`src/rtl/pkt_rr_arb_pkg.sv`:
```
// Switch-wide shared types and constants for the output-port arbiters.
package pkt_rr_arb_pkg;

  typedef enum logic {
    ST_IDLE = 1'b0,
    ST_LOCK = 1'b1
  } arb_state_e;

  localparam int DEFAULT_TIMEOUT = 255;

  function automatic int clog2(input int value);
    int r;
    r = 0;
    for (int i = 0; i < 32; i++) begin
      if ((1 << r) < value) r++;
    end
    return r;
  endfunction

endpackage

```
`src/rtl/pkt_rr_arb_pick.sv`:
```
// Rotate-priority picker: first asserted req at or after base, wrapping upward.
module rr_pick #(
  parameter int NUM_PORT     = 4,
  parameter int LOG_NUM_PORT = 2
) (
  input  logic [NUM_PORT-1:0]     req,
  input  logic [LOG_NUM_PORT-1:0] base,
  output logic [NUM_PORT-1:0]     win,
  output logic [LOG_NUM_PORT-1:0] win_idx,
  output logic                    any
);

  // One extra bit so base+i can exceed NUM_PORT-1 before the wrap.
  localparam int IW = LOG_NUM_PORT + 1;
  localparam logic [IW-1:0] NP = IW'(NUM_PORT);

  logic [IW-1:0] idx;

  always_comb begin
    win     = '0;
    win_idx = '0;
    any     = 1'b0;
    idx     = '0;
    for (int i = 0; i < NUM_PORT; i++) begin
      idx = {1'b0, base} + IW'(i);
      if (idx >= NP) idx = idx - NP;
      if (!any && req[idx[LOG_NUM_PORT-1:0]]) begin
        any                          = 1'b1;
        win_idx                      = idx[LOG_NUM_PORT-1:0];
        win[idx[LOG_NUM_PORT-1:0]]   = 1'b1;
      end
    end
  end

endmodule

```
`src/rtl/pkt_rr_arb.sv`:
```
// Packet-granular round-robin arbiter for one output port, with stall watchdog.
// Handshake: a beat moves when out_valid & out_ready; in_ready mirrors out_ready on the granted input only.
module pkt_rr_arb
  import pkt_rr_arb_pkg::*;
#(
  parameter int NUM_PORT     = 4,
  parameter int LOG_NUM_PORT = 2,
  parameter int TIMEOUT      = DEFAULT_TIMEOUT,
  parameter int TO_W         = 8
) (
  input  logic                    clk,
  input  logic                    rst_n,
  input  logic                    clr,
  input  logic [NUM_PORT-1:0]     in_valid,
  input  logic [NUM_PORT-1:0]     in_eop,
  output logic [NUM_PORT-1:0]     in_ready,
  input  logic                    out_ready,
  output logic                    out_valid,
  output logic                    out_eop,
  output logic [LOG_NUM_PORT-1:0] out_sel,
  output logic [NUM_PORT-1:0]     grant,
  output logic                    busy,
  output logic                    timeout_err
);

  localparam logic [LOG_NUM_PORT-1:0] LAST_PORT = LOG_NUM_PORT'(NUM_PORT - 1);
  localparam logic [TO_W-1:0]         WD_LAST   = TO_W'(TIMEOUT - 1);

  arb_state_e              state_q, state_d;
  logic [NUM_PORT-1:0]     grant_q, grant_d;
  logic [LOG_NUM_PORT-1:0] sel_q, sel_d;
  logic [LOG_NUM_PORT-1:0] last_q, last_d;
  logic [TO_W-1:0]         wd_q, wd_d;
  logic                    to_q, to_d;

  logic [LOG_NUM_PORT-1:0] base;
  logic [NUM_PORT-1:0]     pick_win;
  logic [LOG_NUM_PORT-1:0] pick_idx;
  logic                    pick_any;

  assign base = (last_q == LAST_PORT) ? '0 : last_q + 1'b1;

  rr_pick #(
    .NUM_PORT     (NUM_PORT),
    .LOG_NUM_PORT (LOG_NUM_PORT)
  ) u_pick (
    .req     (in_valid),
    .base    (base),
    .win     (pick_win),
    .win_idx (pick_idx),
    .any     (pick_any)
  );

  always_comb begin
    state_d   = state_q;
    grant_d   = grant_q;
    sel_d     = sel_q;
    last_d    = last_q;
    wd_d      = wd_q;
    to_d      = 1'b0;
    out_valid = 1'b0;
    out_eop   = 1'b0;
    in_ready  = '0;
    case (state_q)
      ST_IDLE: begin
        if (pick_any) begin
          state_d = ST_LOCK;
          grant_d = pick_win;
          sel_d   = pick_idx;
          wd_d    = '0;
        end
      end
      ST_LOCK: begin
        // A clear cycle must not accept a beat it is about to discard.
        out_valid       = in_valid[sel_q] & ~clr;
        out_eop         = in_valid[sel_q] & in_eop[sel_q] & ~clr;
        in_ready[sel_q] = out_ready & ~clr;
        if (out_valid && out_ready) begin
          if (out_eop) begin
            last_d  = sel_q;
            grant_d = '0;
            state_d = ST_IDLE;
          end else begin
            wd_d = '0;
          end
        end else if (wd_q == WD_LAST) begin
          to_d    = 1'b1;
          last_d  = sel_q;
          grant_d = '0;
          state_d = ST_IDLE;
        end else if (wd_q != '1) begin
          wd_d = wd_q + 1'b1;
        end
      end
      default: state_d = ST_IDLE;
    endcase
    if (clr) begin
      state_d = ST_IDLE;
      grant_d = '0;
      sel_d   = '0;
      last_d  = LAST_PORT;
      wd_d    = '0;
      to_d    = 1'b0;
    end
  end

  always_ff @(posedge clk or negedge rst_n) begin
    if (!rst_n) begin
      state_q <= ST_IDLE;
      grant_q <= '0;
      sel_q   <= '0;
      last_q  <= LAST_PORT;
      wd_q    <= '0;
      to_q    <= 1'b0;
    end else begin
      state_q <= state_d;
      grant_q <= grant_d;
      sel_q   <= sel_d;
      last_q  <= last_d;
      wd_q    <= wd_d;
      to_q    <= to_d;
    end
  end

  assign grant       = grant_q;
  assign out_sel     = sel_q;
  assign busy        = (state_q == ST_LOCK);
  assign timeout_err = to_q;

endmodule

```
`config.mk`:
```
export PLATFORM = sky130hd
export DESIGN_NAME = pkt_rr_arb
export DESIGN_NICKNAME = d
export VERILOG_FILES = /design/src/rtl/pkt_rr_arb_pkg.sv /design/src/rtl/pkt_rr_arb_pick.sv /design/src/rtl/pkt_rr_arb.sv
export SDC_FILE = /design/constraint.sdc
export NUM_CORES = 1
export LEC_CHECK = 0
export ABC_AREA = 1
export BUFFER_PORTS_ARGS = -buffer_cell sky130_fd_sc_hd__buf_2
export CORE_MARGIN = 4
export CORE_UTILIZATION = 60
export DETAILED_ROUTE_END_ITERATION = 12
export PLACE_DENSITY = 0.84
export SETUP_SLACK_MARGIN = 0.15
export SYNTH_ARGS = -nofsm -noshare
export SYNTH_HDL_FRONTEND = slang
export SYNTH_SLANG_ARGS = --single-unit
```
`constraint.sdc`:
```
create_clock -name clk -period 3.2 [get_ports clk]
set_input_delay 0.32 -clock clk [delete_from_list [all_inputs] [get_ports clk]]
set_output_delay 0.32 -clock clk [all_outputs]
set_load 0.01 [all_outputs]
```
# Word-level counts from Yosys, hierarchy flattened
# Cells that the tools add are included.
word_totals:
  out_inout_bits: 14
  elab_cells: 142
  input_bits: 12
  ff_bits: 18
op_classes:
  n_mux: 73
  reduce_logical: 19
  n_eq_ne: 11
  magnitude_cmp: 14
  n_bitwise: 10
  add_sub_neg: 9
ops:
  columns: ["operator", "count"]
  rows:
  - ["$mux W8", 6]
  - ["$mux W4", 10]
  - ["$mux W2", 17]
  - ["$mux W1", 26]
  - ["$pmux W8 S2", 1]
  - ["$lt A2 B3 Y1 const B", 5]
  - ["$bmux W1 S2", 6]
  - ["$ne A4 B4 Y1 const B", 3]
  - ["$or A4 B4 Y4", 3]
  - ["$demux W1 S2", 5]
  - ["$ge A2 B1 Y1 const B", 5]
  - ["$ge A3 B3 Y1 const B", 3]
  - ["$logic_and A1 B1 Y1", 9]
  - ["$add A8 B1 Y8 const B", 1]
  - ["$eq A8 B8 Y1 const B", 1]
  - ["$ne A4 B2 Y1 const B", 2]
  - ["$ne A8 B8 Y1 const B", 1]
  - ["$pmux W4 S2", 1]
  - ["$sub A2 B1 Y2 const B", 4]
  - ["$add A2 B2 Y3 const B", 2]
  - ["$ne A3 B3 Y1 const B", 2]
  - ["$reduce_and A3 Y1", 2]
  - ["$and A1 B1 Y1", 4]
  - ["$and A4 B4 Y4", 1]
  - ["12 further kinds", 16]

# Logic depth before layout (Yosys ltp)
logic_depth:
  ltp_word: 19
  mapped_depth: 13
  depth_no_buf: 13

# Cells and area by module
# A second synthesis with hierarchy kept.
unflattened:
  cells_unflattened: 240
  hier_area_um2: 1705.4
by_module_without_submodules:
  columns: ["module", "area_per_inst_um2", "n_inst", "cells_each", "seq_area_each_um2"]
  rows:
  - ["pkt_rr_arb", 1265.0, 1, 166, 452.9]
  - ["rr_pick", 440.4, 1, 74, 0.0]

# Least setup slack after synthesis
# Ideal clock, no wire load.
synth_timing:
  kind: "reg-to-reg"
  startpoint: "register last_q[0]"
  endpoint: "register sel_q[1], in the netlist out_sel[1]"
  path_buffers: 1
  t_arrival_ns: 1.792
  setup_time_ns: 0.117
  required_ns: 3.083
  stages_incl_launch_ff: 13
  synth_period_minus_slack_ns: 1.909
  slack_ns: 1.291
  path_cell_list: "dfstp_2 -> inv_2 -> ha_1 -> inv_1 -> nand2_4 -> nand2_4 -> nor2_8 -> buf_6 -> nand3_1 -> nand2_1 -> nand2_1 -> nand2_1 -> nand2_1"
synth_between:
  elab_chain_cells: 19
  word_cells_on_any_way: 45
  cone_classes: "add/sub (8); order compare (4); eq/ne (1); mux (24); reduce/logical (8)"
synth_lines:
  columns: ["item", "line", "source"]
  rows:
  - ["start, declared", "pkt_rr_arb.sv:32", "logic [LOG_NUM_PORT-1:0] last_q, last_d;"]
  - ["start signal, assigned", "pkt_rr_arb.sv:119", "last_q <= last_d;"]
  - ["$add A2 B1 Y2 or $eq A2 B2 Y1 (tied branches)", "pkt_rr_arb.sv:41", "assign base = (last_q == LAST_PORT) ? '0 : last_q + 1'b1;"]
  - ["$mux W2 (*)", "pkt_rr_arb.sv:41", null]
  - ["parallel branches: the longest is 17 deep, another holds $add A2 B1 Y3", null, null]
  - ["end signal, assigned", "pkt_rr_arb.sv:118", "sel_q <= sel_d;"]
  - ["end, declared", "pkt_rr_arb.sv:31", "logic [LOG_NUM_PORT-1:0] sel_q, sel_d;"]
# Mark *: on every way between the ends. The select of a mux whose other input is x is not followed.
# A chain may end at the register's enable or synchronous reset.

# Worst setup path in the final report
layout_timing:
  startpoint: "register last_q[0]"
  endpoint: "register grant_q[3], in the netlist grant[3]"
layout_between:
  elab_chain_cells: 19
  word_cells_on_any_way: 68
  cone_classes: "add/sub (8); order compare (12); eq/ne (2); mux (32); bitwise (3); reduce/logical (11)"
layout_lines:
  columns: ["item", "line", "source"]
  rows:
  - ["$add A2 B1 Y2 or $eq A2 B2 Y1 (tied branches)", "pkt_rr_arb.sv:41", null]
  - ["$mux W2 (*)", "pkt_rr_arb.sv:41", null]
  - ["parallel branches: the longest is 17 deep, another holds $add A2 B1 Y3", null, null]
  - ["end signal, assigned", "pkt_rr_arb.sv:117", "grant_q <= grant_d;"]
  - ["end, declared", "pkt_rr_arb.sv:30", "logic [NUM_PORT-1:0] grant_q, grant_d;"]
# Marks and branches as above.

==> impl_summary.log <==
[metrics] origin of the worst min-delay path: clr
[metrics] Routed WL per cell: 11.9 um
[metrics] number of levels in the clock H-tree: 1
[metrics] wire length of the first global-routing pass: 6360 um
[metrics] Max Freq: 446 MHz
[metrics] vias post-DR: 1,571
[metrics] count of input and output buffers: 25
[metrics] io pins: 26
[metrics] number of flip-flops and latches in the synthesized netlist: 18
[metrics] # nets final: 291
[metrics] CTS Hold Buffers Added: 1
[metrics] cells along the critical path: inv_2 -> ha_1 -> inv_1 -> nand2_4 -> nand2_4 -> nor2_8 -> nand3_1 -> nand2_1 -> inv_2 -> nand2_1 -> nand2_1
[metrics] clock-pin slew on the worst setup and hold paths: 0.10 ns
[metrics] total of warnings raised by yosys: 0
[metrics] initial core utilization: 63.4%
[metrics] starting DRC count in detailed routing: 86
[metrics] ANT nets after route: 0
[metrics] data required time at the worst endpoint: 3.40 ns
[metrics] WS Path Type: flop to flop
[metrics] total overflow reported by the global router: 0
[metrics] Total Wirelength: 3570 um
[metrics] number of cells on the worst hold path: 3
[metrics] number of distinct library cells after synthesis: 25
[metrics] share of post-route cells with drive strength above 1: 17.7%
[metrics] power density relative to cell area: 811 mW/mm^2
[metrics] cell area after placement: 0.00172 mm^2
[metrics] non-filler cells in the finished layout: 301
[metrics] slowest stage cell on the critical path: sky130_fd_sc_hd__dfstp_2
[metrics] crit share post-route: 70.1%
[metrics] worst r2r path cells: 11
[metrics] sum of buffers and inverters on the critical path: 3
[metrics] Die Outline Area: 0.00350 mm^2
[metrics] cell type with the largest total area after synthesis: sky130_fd_sc_hd__dfrtp_1
[metrics] later-pin clock latency in the skew report: 0.30 ns
[metrics] cell area after layout: 0.00176 mm^2
[metrics] Crit. path cell count: 11
[metrics] final core area utilization: 71.1%
[metrics] Max Fanout on Critical Path: 14
[metrics] mux cell area share after synthesis: 0%
[metrics] setup skew after layout: 0.00490 ns
[metrics] cell area after synthesis: 0.00157 mm^2
[metrics] clock tree from TritonCTS: built
[metrics] share of Yosys cell area claimed by the top area cell type: 25.5%
[metrics] r2r setup slk: 0.96 ns
[metrics] arrival time worst endpoint: 2.44 ns
[metrics] pre-CTS setup slack: 0.981 ns
[metrics] clock tree root driver cell: sky130_fd_sc_hd__clkbuf_4
[metrics] antenna violations before repair: 0
[metrics] leading cell types in the layout, fill and taps excluded: 94 x sky130_fd_sc_hd__nand2_1, 30 x sky130_fd_sc_hd__nand3_1, 26 x sky130_fd_sc_hd__nor2_1, 25 x sky130_fd_sc_hd__buf_2, 21 x sky130_fd_sc_hd__inv_1
[metrics] MaxCap Viol Count: 0
[metrics] Vias per Instance: 5.22
[metrics] most common library cell in the layout ignoring fill and taps: sky130_fd_sc_hd__nand2_1
[metrics] setup TNS: 0 ns
[metrics] CORE AREA: 0.00248 mm^2
[metrics] worst IR drop on VDD: 668 uV
[metrics] area grow syn2layout: 12.1%
[metrics] RD Place Congestion: 0.921
[metrics] post-route DRC violation count: 0
[metrics] final setup vio count: 0
[metrics] Num CTS Buffers: 3
[metrics] Row Count: 18
[metrics] Avg Synthesized Cell Area: 6.47 um^2
[metrics] worst hold path endpoint: last_q[0]$_DFFE_PN1P_
[metrics] floorplan die width: 59.2 um
[metrics] worst reg2reg path endpoint: grant[3]$_DFFE_PN0P_
[metrics] largest family of logic cells by synthesized area: simple AND/OR/NAND/NOR gates
[metrics] fin worst setup slack: 0.958 ns
[metrics] post-synthesis sequential area ratio: 28.8%
[metrics] pin count of the biggest net entering global routing: 19
[metrics] Max stage delay on crit path: 0.63 ns
[metrics] Pre-Repair DR Iteration Count: 4
[metrics] cells taking the most area after synthesis: sky130_fd_sc_hd__dfrtp_1 25%, sky130_fd_sc_hd__nand2_1 22%, sky130_fd_sc_hd__nand3_1 9.6%, sky130_fd_sc_hd__nor2_1 6.2%, sky130_fd_sc_hd__ha_1 5.6%
[metrics] cell occurring most often along the worst timing path: sky130_fd_sc_hd__nand2_1
[metrics] number of global-route vias before repair: 1,479
[metrics] vertical extent of the die: 59.2 um
[metrics] transition time of the tightest slew-check pin: 0.399 ns
[metrics] type of destination of the critical path: flop
[metrics] Total Routing Usage GR: 23.4%
[metrics] slew margin rel.: 73.4%
[metrics] XOR/XNOR Fraction of Synth Area: 2.79%
[metrics] clock sink total: 18
[metrics] number of endpoints with negative hold slack in the final report: 0
[metrics] total count of max-transition violations in the final report: 0
[metrics] clock tree buffer depth: 2
[metrics] beginning of the worst register-to-register path: last_q[0]$_DFFE_PN1P_
[metrics] Synth Area in Compound Gates: 4.14%
[metrics] run status: completed
[metrics] unrepaired setup endpoints after global routing: no
[metrics] adder-cell share of the synthesized area: 5.57%
[metrics] number of instances in the synthesized netlist: 243
[metrics] fin crit period: 2.24 ns
[metrics] leakage dissipation: 1.01 nW
[metrics] gate family responsible for the most delay along the worst path: simple AND/OR/NAND/NOR gates
[metrics] HPWL after detailed placement: 2800 um
[metrics] setup fix buffers added after clock tree synthesis: 0
[metrics] simple-gate share of the synthesized area: 52.0%
[metrics] number of cells after detailed placement: 296
[metrics] worst hold path class: input pin to flop
[metrics] syn nets: 262
[metrics] Startpoint Class: flop
[metrics] Diodes inserted: 0
[metrics] number of gates given a new drive strength after cts: 0
worst reg2reg max path, cell delays in order, from the launching register on:
cell and delay, ns:
sky130_fd_sc_hd__dfstp_2 0.63, sky130_fd_sc_hd__inv_2 0.12, sky130_fd_sc_hd__ha_1 0.36, sky130_fd_sc_hd__inv_1 0.10, sky130_fd_sc_hd__nand2_4 0.11, sky130_fd_sc_hd__nand2_4 0.08
sky130_fd_sc_hd__nor2_8 0.22, sky130_fd_sc_hd__nand3_1 0.16, sky130_fd_sc_hd__nand2_1 0.17, sky130_fd_sc_hd__inv_2 0.07, sky130_fd_sc_hd__nand2_1 0.07, sky130_fd_sc_hd__nand2_1 0.05
worst max-delay path by stage:
stage,start,endpoint,slack (ns)
3_3_place_gp,last_q[0]$_DFFE_PN1P_,grant[3]$_DFFE_PN0P_,1.05
3_5_place_dp,last_q[0]$_DFFE_PN1P_,grant[3]$_DFFE_PN0P_,0.98
5_1_grt,last_q[0]$_DFFE_PN1P_,grant[1]$_DFFE_PN0P_,0.80
2_1_floorplan,last_q[0]$_DFFE_PN1P_,out_sel[1]$_DFFE_PN0P_,1.29
4_1_cts,last_q[0]$_DFFE_PN1P_,grant[3]$_DFFE_PN0P_,0.96
6_report,last_q[0]$_DFFE_PN1P_,grant[3]$_DFFE_PN0P_,0.96
power by group:
part | leakage, nW | internal, mW | switching, mW
sequential | 0.239 | 0.291 | 0.0685
clock | 0.0210 | 0.0695 | 0.0730
combinational | 0.750 | 0.299 | 0.627
total | 1.01 | 0.659 | 0.769
routing by layer:
metal,vias to the layer above,global-route usage (%),part of all wire [%]
met5,-,0,0
met4,0,6.47,1.0
met3,4,3.49,2.5
met2,21,41.8,51
met1,711,29.1,46
li1,835,-,-
cell families after synthesis:
logic type,after synthesis
DFF,18
buffers and inverters,25
adders and majority gates,7
AOI/OAI and AO/OA,12
and+or+nand+nor,176
xor gates and xnor gates,5
state kept, by name, indices dropped and copies added, names as in the netlist:
signal / count
wd_q: 8
grant: 4
last_q: 2
out_sel: 2
busy: 1
timeout_err: 1
final cells by class:
type | count | area (um^2)
multi-input combinational | 200 | 1010
timing repair buffer | 26 | 135
tap | 30 | 37.5
sequential | 18 | 453
clock buffer | 4 | 36.3
inverter | 23 | 86.3
fill | 229 | 716
cell usage after synthesis (all sizes together):
cell / count
nand2: 106
nand3: 31
nor2: 27
inv: 23
dfrtp: 16
a21oi: 7
ha: 7
nand4: 6
nor3: 4
o21ai: 3
xor2: 3
buf: 2
dfstp: 2
xnor2: 2
a21boi: 1
and3: 1
nand3b: 1
o21bai: 1
per-stage QoR:
stage / power [mW] / hold WS (ns)
global route: 1.57 / 0.336
global placement: 1.27 / 0.268
floorplan: 1.09 / 0.0244
finish: 1.43 / 0.335
detailed placement: 1.28 / 0.270
CTS: 1.42 / 0.329
Power figures use the tool's default switching activity.
